===== src/rtl/piso_arb_ctrl.sv =====
// piso_arb_ctrl: round-robin arbiter and sequencer in front of a shared
// parallel-in/serial-out shift register. A grant captures the winner's
// word, pulses load for one cycle, then walks W serial bit periods of DIV
// cycles each with shift strobes between bits, and closes with a one-cycle
// done gap before returning to IDLE.
//
// Handshake: reqN is a level sampled only in IDLE. gntN is a one-cycle
// acknowledge that dataN was captured on the sampling edge. A requester
// that keeps reqN high after its gnt is simply considered again at the
// next IDLE cycle. Nothing outside IDLE observes req or data.
module piso_arb_ctrl #(
    parameter int W   = 4,
    parameter int DIV = 1
) (
    input  logic         clk,
    input  logic         rst,
    input  logic         req0,
    input  logic [W-1:0] data0,
    input  logic         req1,
    input  logic [W-1:0] data1,
    output logic         gnt0,
    output logic         gnt1,
    output logic         load,
    output logic         shift,
    output logic [W-1:0] pdata,
    output logic         frame,
    output logic         src,
    output logic         busy,
    output logic         done
);

    // Counter widths; a 1-bit counter is kept when DIV == 1 so the
    // divide counter is never zero-width (it simply stays at 0).
    localparam int BW = (W > 1) ? $clog2(W) : 1;
    localparam int DW = (DIV > 1) ? $clog2(DIV) : 1;
    localparam logic [BW-1:0] BIT_LAST = BW'(W - 1);
    localparam logic [DW-1:0] DIV_LAST = DW'(DIV - 1);

    typedef enum logic [1:0] {
        IDLE  = 2'd0,
        LOAD  = 2'd1,
        SHIFT = 2'd2,
        GAP   = 2'd3
    } state_t;

    state_t        state;
    state_t        state_nxt;
    logic [BW-1:0] bit_cnt;
    logic [BW-1:0] bit_nxt;
    logic [DW-1:0] div_cnt;
    logic [DW-1:0] div_nxt;
    logic          rr_ptr;    // requester favoured on a tie
    logic          rr_nxt;
    logic [W-1:0]  pdata_nxt;
    logic          src_nxt;

    logic          any_req;
    logic          winner;
    logic          last_div;
    logic          last_bit;

    // Arbitration: a lone requester wins outright; on a tie the pointer
    // (the requester not served last) decides.
    assign any_req  = req0 | req1;
    assign winner   = (req0 & req1) ? rr_ptr : req1;
    assign last_div = (div_cnt == DIV_LAST);
    assign last_bit = (bit_cnt == BIT_LAST);

    // State, counters and captured frame context; async reset abandons
    // any frame in flight.
    always_ff @(posedge clk or posedge rst) begin
        if (rst) begin
            state   <= IDLE;
            bit_cnt <= '0;
            div_cnt <= '0;
            rr_ptr  <= 1'b0;
            pdata   <= '0;
            src     <= 1'b0;
        end else begin
            state   <= state_nxt;
            bit_cnt <= bit_nxt;
            div_cnt <= div_nxt;
            rr_ptr  <= rr_nxt;
            pdata   <= pdata_nxt;
            src     <= src_nxt;
        end
    end

    // Next-state, counter stepping and grant capture.
    always_comb begin
        state_nxt = state;
        bit_nxt   = bit_cnt;
        div_nxt   = div_cnt;
        rr_nxt    = rr_ptr;
        pdata_nxt = pdata;
        src_nxt   = src;
        case (state)
            IDLE: begin
                if (any_req) begin
                    state_nxt = LOAD;
                    src_nxt   = winner;
                    pdata_nxt = winner ? data1 : data0;
                    rr_nxt    = ~winner;
                    bit_nxt   = '0;
                    div_nxt   = '0;
                end
            end
            LOAD: begin
                state_nxt = SHIFT;
            end
            SHIFT: begin
                if (last_div) begin
                    div_nxt = '0;
                    if (last_bit) begin
                        bit_nxt   = '0;
                        state_nxt = GAP;
                    end else begin
                        bit_nxt = bit_cnt + 1'b1;
                    end
                end else begin
                    div_nxt = div_cnt + 1'b1;
                end
            end
            GAP: begin
                state_nxt = IDLE;
            end
            default: begin
                state_nxt = IDLE;
            end
        endcase
    end

    // Moore outputs decoded from state. The last bit period gets no
    // shift strobe: the final bit is already on the serial output.
    always_comb begin
        gnt0  = 1'b0;
        gnt1  = 1'b0;
        load  = 1'b0;
        shift = 1'b0;
        frame = 1'b0;
        done  = 1'b0;
        busy  = (state != IDLE);
        case (state)
            LOAD: begin
                load = 1'b1;
                gnt0 = ~src;
                gnt1 = src;
            end
            SHIFT: begin
                frame = 1'b1;
                shift = last_div & ~last_bit;
            end
            GAP: begin
                done = 1'b1;
            end
            default: begin
            end
        endcase
    end

`ifndef SYNTHESIS
    // Structural invariants of the strobe outputs.
    a_load_shift_excl : assert property (@(posedge clk) disable iff (rst) !(load && shift));
    a_gnt_excl        : assert property (@(posedge clk) disable iff (rst) !(gnt0 && gnt1));
    a_frame_not_load  : assert property (@(posedge clk) disable iff (rst) !(frame && load));
`endif

endmodule


===== config.mk =====
export PLATFORM = sky130hd
export DESIGN_NAME = piso_arb_ctrl
export DESIGN_NICKNAME = d
export VERILOG_FILES = /design/src/rtl/piso_arb_ctrl.sv
export SDC_FILE = /design/constraint.sdc
export NUM_CORES = 1
export LEC_CHECK = 0
export CAP_MARGIN = 20
export CORE_MARGIN = 2
export CORE_UTILIZATION = 30
export CTS_CLUSTER_DIAMETER = 40
export CTS_CLUSTER_SIZE = 40
export DETAILED_ROUTE_END_ITERATION = 8
export PLACE_DENSITY = 0.7
export SKIP_CTS_REPAIR_TIMING = 1
export SLEW_MARGIN = 0
export SYNTH_ARGS = -nofsm -noshare
export SYNTH_HDL_FRONTEND = slang
export SYNTH_SLANG_ARGS = --single-unit

===== constraint.sdc =====
create_clock -name clk -period 1.9 [get_ports clk]
set_clock_uncertainty 0.15 [all_clocks]
set_input_delay 0.475 -clock clk [delete_from_list [all_inputs] [get_ports clk]]
set_output_delay 0.475 -clock clk [all_outputs]
set_load 0.005 [all_outputs]

==> results.py, run 1 <==
metrics = {
    "synthesis": {
        "yosysTopAreaCellShare_pct": 42.9,
        "netlist.top_cell.by_area": "dfrtp_1",
        "synthTopCellsByArea": "dfrtp_1 43%, ha_1 13%, a31oi_1 5.4%",
        "syn_area_per_cell_um2": 10.1,
        "synthesis.area_um2": 583,
        "synth-seq-cells": 10,
        "mappedNetlistNets": 76,
        "seq_area_frac_synth_pct": 42.9,
        "synthCells": 58,
        "yosysWarningCount": 0,
        "synth_cell_type_count": 23,
    },
    "drt": {
        "vias": 528,
        "ant_nets": 0,
        "wl_per_cell_um": 11.0,
        "drtIter0Drc": 4,
        "dr.pass1.iters": 4,
        "route.detailed.drc": 0,
        "routed_via_density": 4.33,
        "routed_wl_mm": 1.34,
    },
    "placed_design": {
        "placed_cell_area_um2": 911,
        "numPortBuffers": 23,
        "hpwlAfterDp_mm": 1.09,
        "preCtsSetupSlack_ns": -0.0500,
        "gp_congestion": 0.711,
    },
    "critical_path": {
        "start_kind": "flop",
        "r2r_slack_ns": 0.08,
        "reg2regPathDepth": 7,
        "endpoint_kind": "output pin",
        "worstPathMaxFanout": 4,
        "cp.arrival_ns": 1.23,
        "reg2reg_to": "state[1]$_DFFE_PP0P_",
        "r2r_start": "state[0]$_DFFE_PP0P_",
        "crit_type": "reg2out",
        "cp_data_required_time_ns": 1.27,
    },
    "global_route": {
        "grt_pass1_wl_mm": 1.97,
        "grt_max_degree": 11,
        "grt_pass1_vias": 504,
        "grt.total_usage_pct": 12.9,
        "grt_overflow": 0,
        "antenna_found_initial": 0,
    },
    "power_and_ir_drop": {
        "p_comb_share_pct": 59.7,
        "p_seq_share_pct": 26.9,
        "max-vdd-ir-drop_mv": 0.690,
        "pwr-share-clk_pct": 13.4,
        "p_int_w": 0.000971,
        "swShare_pct": 33.1,
        "leakagePower_nw": 0.473,
        "powerDensity_nw_per_um2": 1500,
        "switching_power_w": 0.000480,
    },
    "die": {
        "die_h_um": 48.1,
        "fp.dieW_um": 48.1,
        "die-area_um2": 2310,
        "io_pins": 24,
        "start_util_pct": 32.7,
        "core_area_um2": 1780,
        "fp-row-count": 15,
    },
    "cts": {
        "clock_path_buffers": 2,
        "cts-root-buf": "clkbuf_4",
        "cts_num_sinks": 10,
        "cts-buffers-inserted": 3,
        "clock_latency_ns": 0.26,
        "htree_levels": 1,
        "tritoncts": "yes",
        "clkTransAtPathRegs_ns": 0.08,
    },
    "sta": {
        "fmax_mhz": 540,
        "rsz0062_at_grt": "true",
        "slew_headroom_pct": 74.1,
        "setup_violations": 0,
        "drv_slew": 0,
        "tightest_slew_ns": 0.388,
        "fin_crit_sh_pct": 97.5,
        "period_needed_ns": 1.85,
        "finalHoldViolations": 0,
        "layout_setup_ws_ns": 0.0483,
    },
    "final_layout": {
        "syn2layout_area_growth_pct": 65.5,
        "final_common_cell": "clkdlybuf4s50_1",
        "fillerInstances": 174,
        "design_area_um2": 965,
        "seqCellArea_um2": 250,
        "multi_input_area_um2": 302,
        "layout.cells.most_common_list": "16 x clkdlybuf4s50_1, 12 x buf_4, 10 x dfrtp_1",
        "nets": 116,
        "drive_gt1_share_pct": 30.9,
        "antenna_cells": 0,
    },
    "status": {
        "status": "completed",
    },
    "job": {
        "drv_cap": 0,
    },
    "hold_path": {
        "min_path_type": "in2async",
    },
}
==> worst max-delay path, cell delays in order, from the launching register on <==
cell            delay [ns]
dfrtp_1               0.42
buf_6                 0.13
ha_2                  0.17
buf_6                 0.12
dlymetal6s2s_1        0.14
==> worst max-delay path by stage <==
stage	start	to	depth (start not counted)
final	state[1]$_DFFE_PP0P_	frame	4
after floorplan	state[0]$_DFFE_PP0P_	bit_cnt[1]$_DFFE_PP0P_	4
after detailed placement	state[1]$_DFFE_PP0P_	gnt0	4
after CTS	state[0]$_DFFE_PP0P_	shift	4
after global placement	state[0]$_DFFE_PP0P_	shift	4
after global routing	state[1]$_DFFE_PP0P_	frame	4
==> cell type report <==
cell class | count | area share (%)
Inverter | 6 | 2.33
Timing Repair Buffer | 37 | 33.5
Multi-Input combinational cell | 40 | 31.3
Clock buffer | 4 | 3.76
Tap cell | 25 | 3.24
Sequential cell | 10 | 25.9
==> Yosys cell counts <==
cell type / n
a21o_1: 1
a21oi_1: 1
a31oi_1: 5
a32o_1: 1
and2_1: 1
buf_2: 1
buf_6: 1
dfrtp_1: 10
ha_1: 6
inv_1: 6
mux2_4: 1
nand2b_1: 1
nand3_1: 4
nor2_1: 5
nor2b_1: 3
nor3b_1: 1
nor3b_2: 1
o21a_1: 1
o21ai_0: 4
o21ai_1: 1
o32a_1: 1
o32ai_1: 1
or3b_1: 1
==> power by group through the flow <==
stage | Clock [W] | Sequential [W] | Combinational (W)
after floorplan | 0 | 0.000394 | 0.000396
after global placement | 0 | 0.000388 | 0.000838
after detailed placement | 0 | 0.000392 | 0.000853
after CTS | 0.000201 | 0.000387 | 0.000859
after global routing | 0.000214 | 0.000403 | 0.000974
final | 0.000194 | 0.000390 | 0.000866
==> per-layer routing <==
metal,GRT usage (%),up-vias,share of wire [%]
met4,8.11,0,0.89
met2,20.3,9,52
met3,3.40,2,4.3
met5,0,-,0
li1,-,283,-
met1,15.4,234,43
==> metrics by stage <==
step / util, % / TNS [ns] / total power (W) / hold slack, ns / cells
after floorplan: - / 0 / 0.000790 / 0.165 / 58
after global placement: 51.1 / -0.0542 / 0.00123 / 0.336 / 115
after detailed placement: 51.1 / -0.196 / 0.00125 / 0.351 / 115
after CTS: 53.1 / -2.01 / 0.00145 / 0.350 / 119
after global routing: 54.1 / -0.0433 / 0.00159 / 0.378 / 122
final: 54.1 / 0 / 0.00145 / 0.336 / 122
==> sequential cells by signal, summed over array words and instances (netlist names) <==
register,cells
bit_cnt,2
state,2
src,1
rr_ptr,1
pdata,4
==> cell families after synthesis <==
logic type / synth area share [%]
compound gates: 18.0
fa+ha+maj: 12.9
buf+inv: 6.65
flops: 42.9
mux: 2.57
simple gates: 17.0
Power figures use the tool's default switching activity.
==> run 2, diff against run 1 <==
--- a/config.mk
+++ b/config.mk
@@ -5,6 +5,7 @@
 export SDC_FILE = /design/constraint.sdc
 export NUM_CORES = 1
 export LEC_CHECK = 0
+export ABC_CLOCK_PERIOD_IN_PS = 1850
 export CAP_MARGIN = 20
 export CORE_MARGIN = 2
 export CORE_UTILIZATION = 30
==> constraint.sdc (replaced) <==
create_clock -name clk -period 1.85 [get_ports clk]
set_clock_uncertainty 0.15 [all_clocks]
set_input_delay 0.4625 -clock clk [delete_from_list [all_inputs] [get_ports clk]]
set_output_delay 0.4625 -clock clk [all_outputs]
set_load 0.005 [all_outputs]
==> run 2 against run 1 <==
First-iteration DRC count grew 130%. Worst setup slack worse by 0.0064 ns. Core utilization grew 3.2 points. Via count rose by 5.1%. Sequential share of layout area shrank 1.4 points. Sequential cell count is the same. Power increased by 8.9%. Register-to-register slack about the same. Highest routed layer unchanged. Cell area increased by 5.8%. Sequential power grew 3%. Combinational power grew 13%. Largest cell class unchanged.
==> results.py, run 2 (synthesis results as in run 1) <==
metrics = {
    "final_layout": {
        "fillerInstances": 163,
        "reg.largest.list": "pdata x4, bit_cnt x2, state x2",
        "multi_input_area_um2": 324,
        "drive_gt1_share_pct": 34.7,
        "largest_register_ffs": 4,
        "layout.cells.most_common_list": "16 x clkdlybuf4s50_1, 15 x buf_4, 10 x dfrtp_1",
        "final_common_cell": "clkdlybuf4s50_1",
        "seqCellArea_um2": 250,
        "nets": 120,
        "top_register": "pdata",
        "antenna_cells": 0,
        "layoutNonFillerInstCount": 126,
        "syn2layout_area_growth_pct": 75.1,
    },
    "critical_path": {
        "path_buf_inv": 3,
        "cp_top_family": "flip-flops",
        "cp.arrival_ns": 1.20,
        "start_kind": "flop",
        "endpoint_kind": "output pin",
        "critical_path.cell_chain": "buf_6 -> buf_4 -> ha_2 -> buf_2",
        "crit_type": "reg2out",
        "cp_data_required_time_ns": 1.24,
        "worstPathMaxFanout": 2,
        "crit_slowest_cell": "dfrtp_1",
        "cp_slowest_stage_delay_ns": 0.40,
    },
    "power_and_ir_drop": {
        "pwr-share-clk_pct": 12.5,
        "powerDensity_nw_per_um2": 1550,
        "p_comb_share_pct": 62.1,
        "p_int_w": 0.00105,
        "swShare_pct": 33.2,
        "leakagePower_nw": 0.490,
        "power.total_w": 0.00158,
        "switching_power_w": 0.000525,
        "p_seq_share_pct": 25.4,
        "max-vdd-ir-drop_mv": 0.883,
    },
    "die": {
        "core_area_um2": 1780,
        "start_util_pct": 32.7,
        "die_h_um": 48.1,
        "io_pins": 24,
        "fp-row-count": 15,
        "fp.dieW_um": 48.1,
        "die-area_um2": 2310,
    },
    "sta": {
        "finalHoldViolations": 0,
        "fmax_mhz": 553,
        "tightest_slew_ns": 0.399,
        "layout_setup_ws_ns": 0.0418,
        "slew_headroom_pct": 73.4,
        "setup_violations": 0,
        "fin_crit_sh_pct": 97.7,
        "hold_ws_ns": 0.330,
        "rsz0062_at_grt": "true",
        "period_needed_ns": 1.81,
        "drv_slew": 0,
    },
    "placed_design": {
        "gp_congestion": 0.709,
        "hpwlAfterDp_mm": 1.10,
        "dp_cells": 119,
        "preCtsSetupSlack_ns": -0.0964,
        "numPortBuffers": 23,
    },
    "cts": {
        "clock_path_buffers": 2,
        "cts-buffers-inserted": 3,
        "cts-root-buf": "clkbuf_4",
        "htree_levels": 1,
        "clock_latency_ns": 0.26,
        "cts_num_sinks": 10,
        "clkTransAtPathRegs_ns": 0.07,
        "tritoncts": "yes",
    },
    "drt": {
        "dr.pass1.iters": 4,
        "route.detailed.drc": 0,
        "routed_wl_mm": 1.42,
        "drtIter0Drc": 9,
        "vias": 555,
        "wl_per_cell_um": 11.2,
        "ant_nets": 0,
        "routed_via_density": 4.40,
    },
    "global_route": {
        "grt_overflow": 0,
        "grt_pass1_wl_mm": 2.05,
        "grt_max_degree": 11,
        "antenna_found_initial": 0,
        "grt.total_usage_pct": 13.3,
        "grt_pass1_vias": 497,
    },
    "job": {
        "drv_cap": 0,
    },
    "status": {
        "status": "completed",
    },
    "hold_path": {
        "min_path_type": "in2async",
    },
}
## run 2: cell types whose count changed in the layout (fill, tap and decap cells not counted), sizes merged
cell    delta
buf        +5
clkbuf     -1
## run 2: area by class of cell
cell class | count | share of cell area, %
multi-input cells | 40 | 31.7
repair buffers | 41 | 34.9
clock buffers | 4 | 3.55
inverters | 6 | 2.21
well taps | 25 | 3.06
flip-flops and latches | 10 | 24.5
## run 2: path summary, 6_finish.rpt
path	start	end	slack (ns)	depth (start not counted)
hold reg to reg	bit_cnt[1]$_DFFE_PP0P_	bit_cnt[1]$_DFFE_PP0P_	0.36	1
setup reg to reg	state[1]$_DFFE_PP0P_	state[1]$_DFFE_PP0P_	0.09	6
setup / recovery	state[0]$_DFFE_PP0P_	done	0.04	4
min in group clk	bit_cnt[1]$_DFFE_PP0P_	bit_cnt[1]$_DFFE_PP0P_	0.36	1
max in group asynchronous	rst	bit_cnt[1]$_DFFE_PP0P_	0.93	2
hold / removal	rst	pdata[2]$_DFFE_PP0P_	0.33	2
## run 2: power by group through the flow
stage	clock, W	combinational [W]	sequential [W]
finish	0.000198	0.000981	0.000401
global route	0.000218	0.00110	0.000415
CTS	0.000209	0.000932	0.000399
detailed placement	0	0.000923	0.000404
global placement	0	0.000912	0.000396
floorplan	0	0.000407	0.000405
## run 2: per-stage QoR
stage | area [µm²] | utilization, % | TNS, ns
after global routing | 1020 | 57.3 | -0.0406
after global placement | 941 | 52.8 | -0.305
after floorplan | 583 | - | 0
after detailed placement | 941 | 52.8 | -0.588
final | 1020 | 57.3 | 0
after CTS | 977 | 54.8 | -2.36
## run 2: layer usage
layer	up-vias	track usage (%)	share of wire (%)
li1	292	-	-
met1	252	15.8	46
met2	9	21.3	50
met3	2	4.53	3.7
met4	0	6.49	0.99
met5	-	0	0
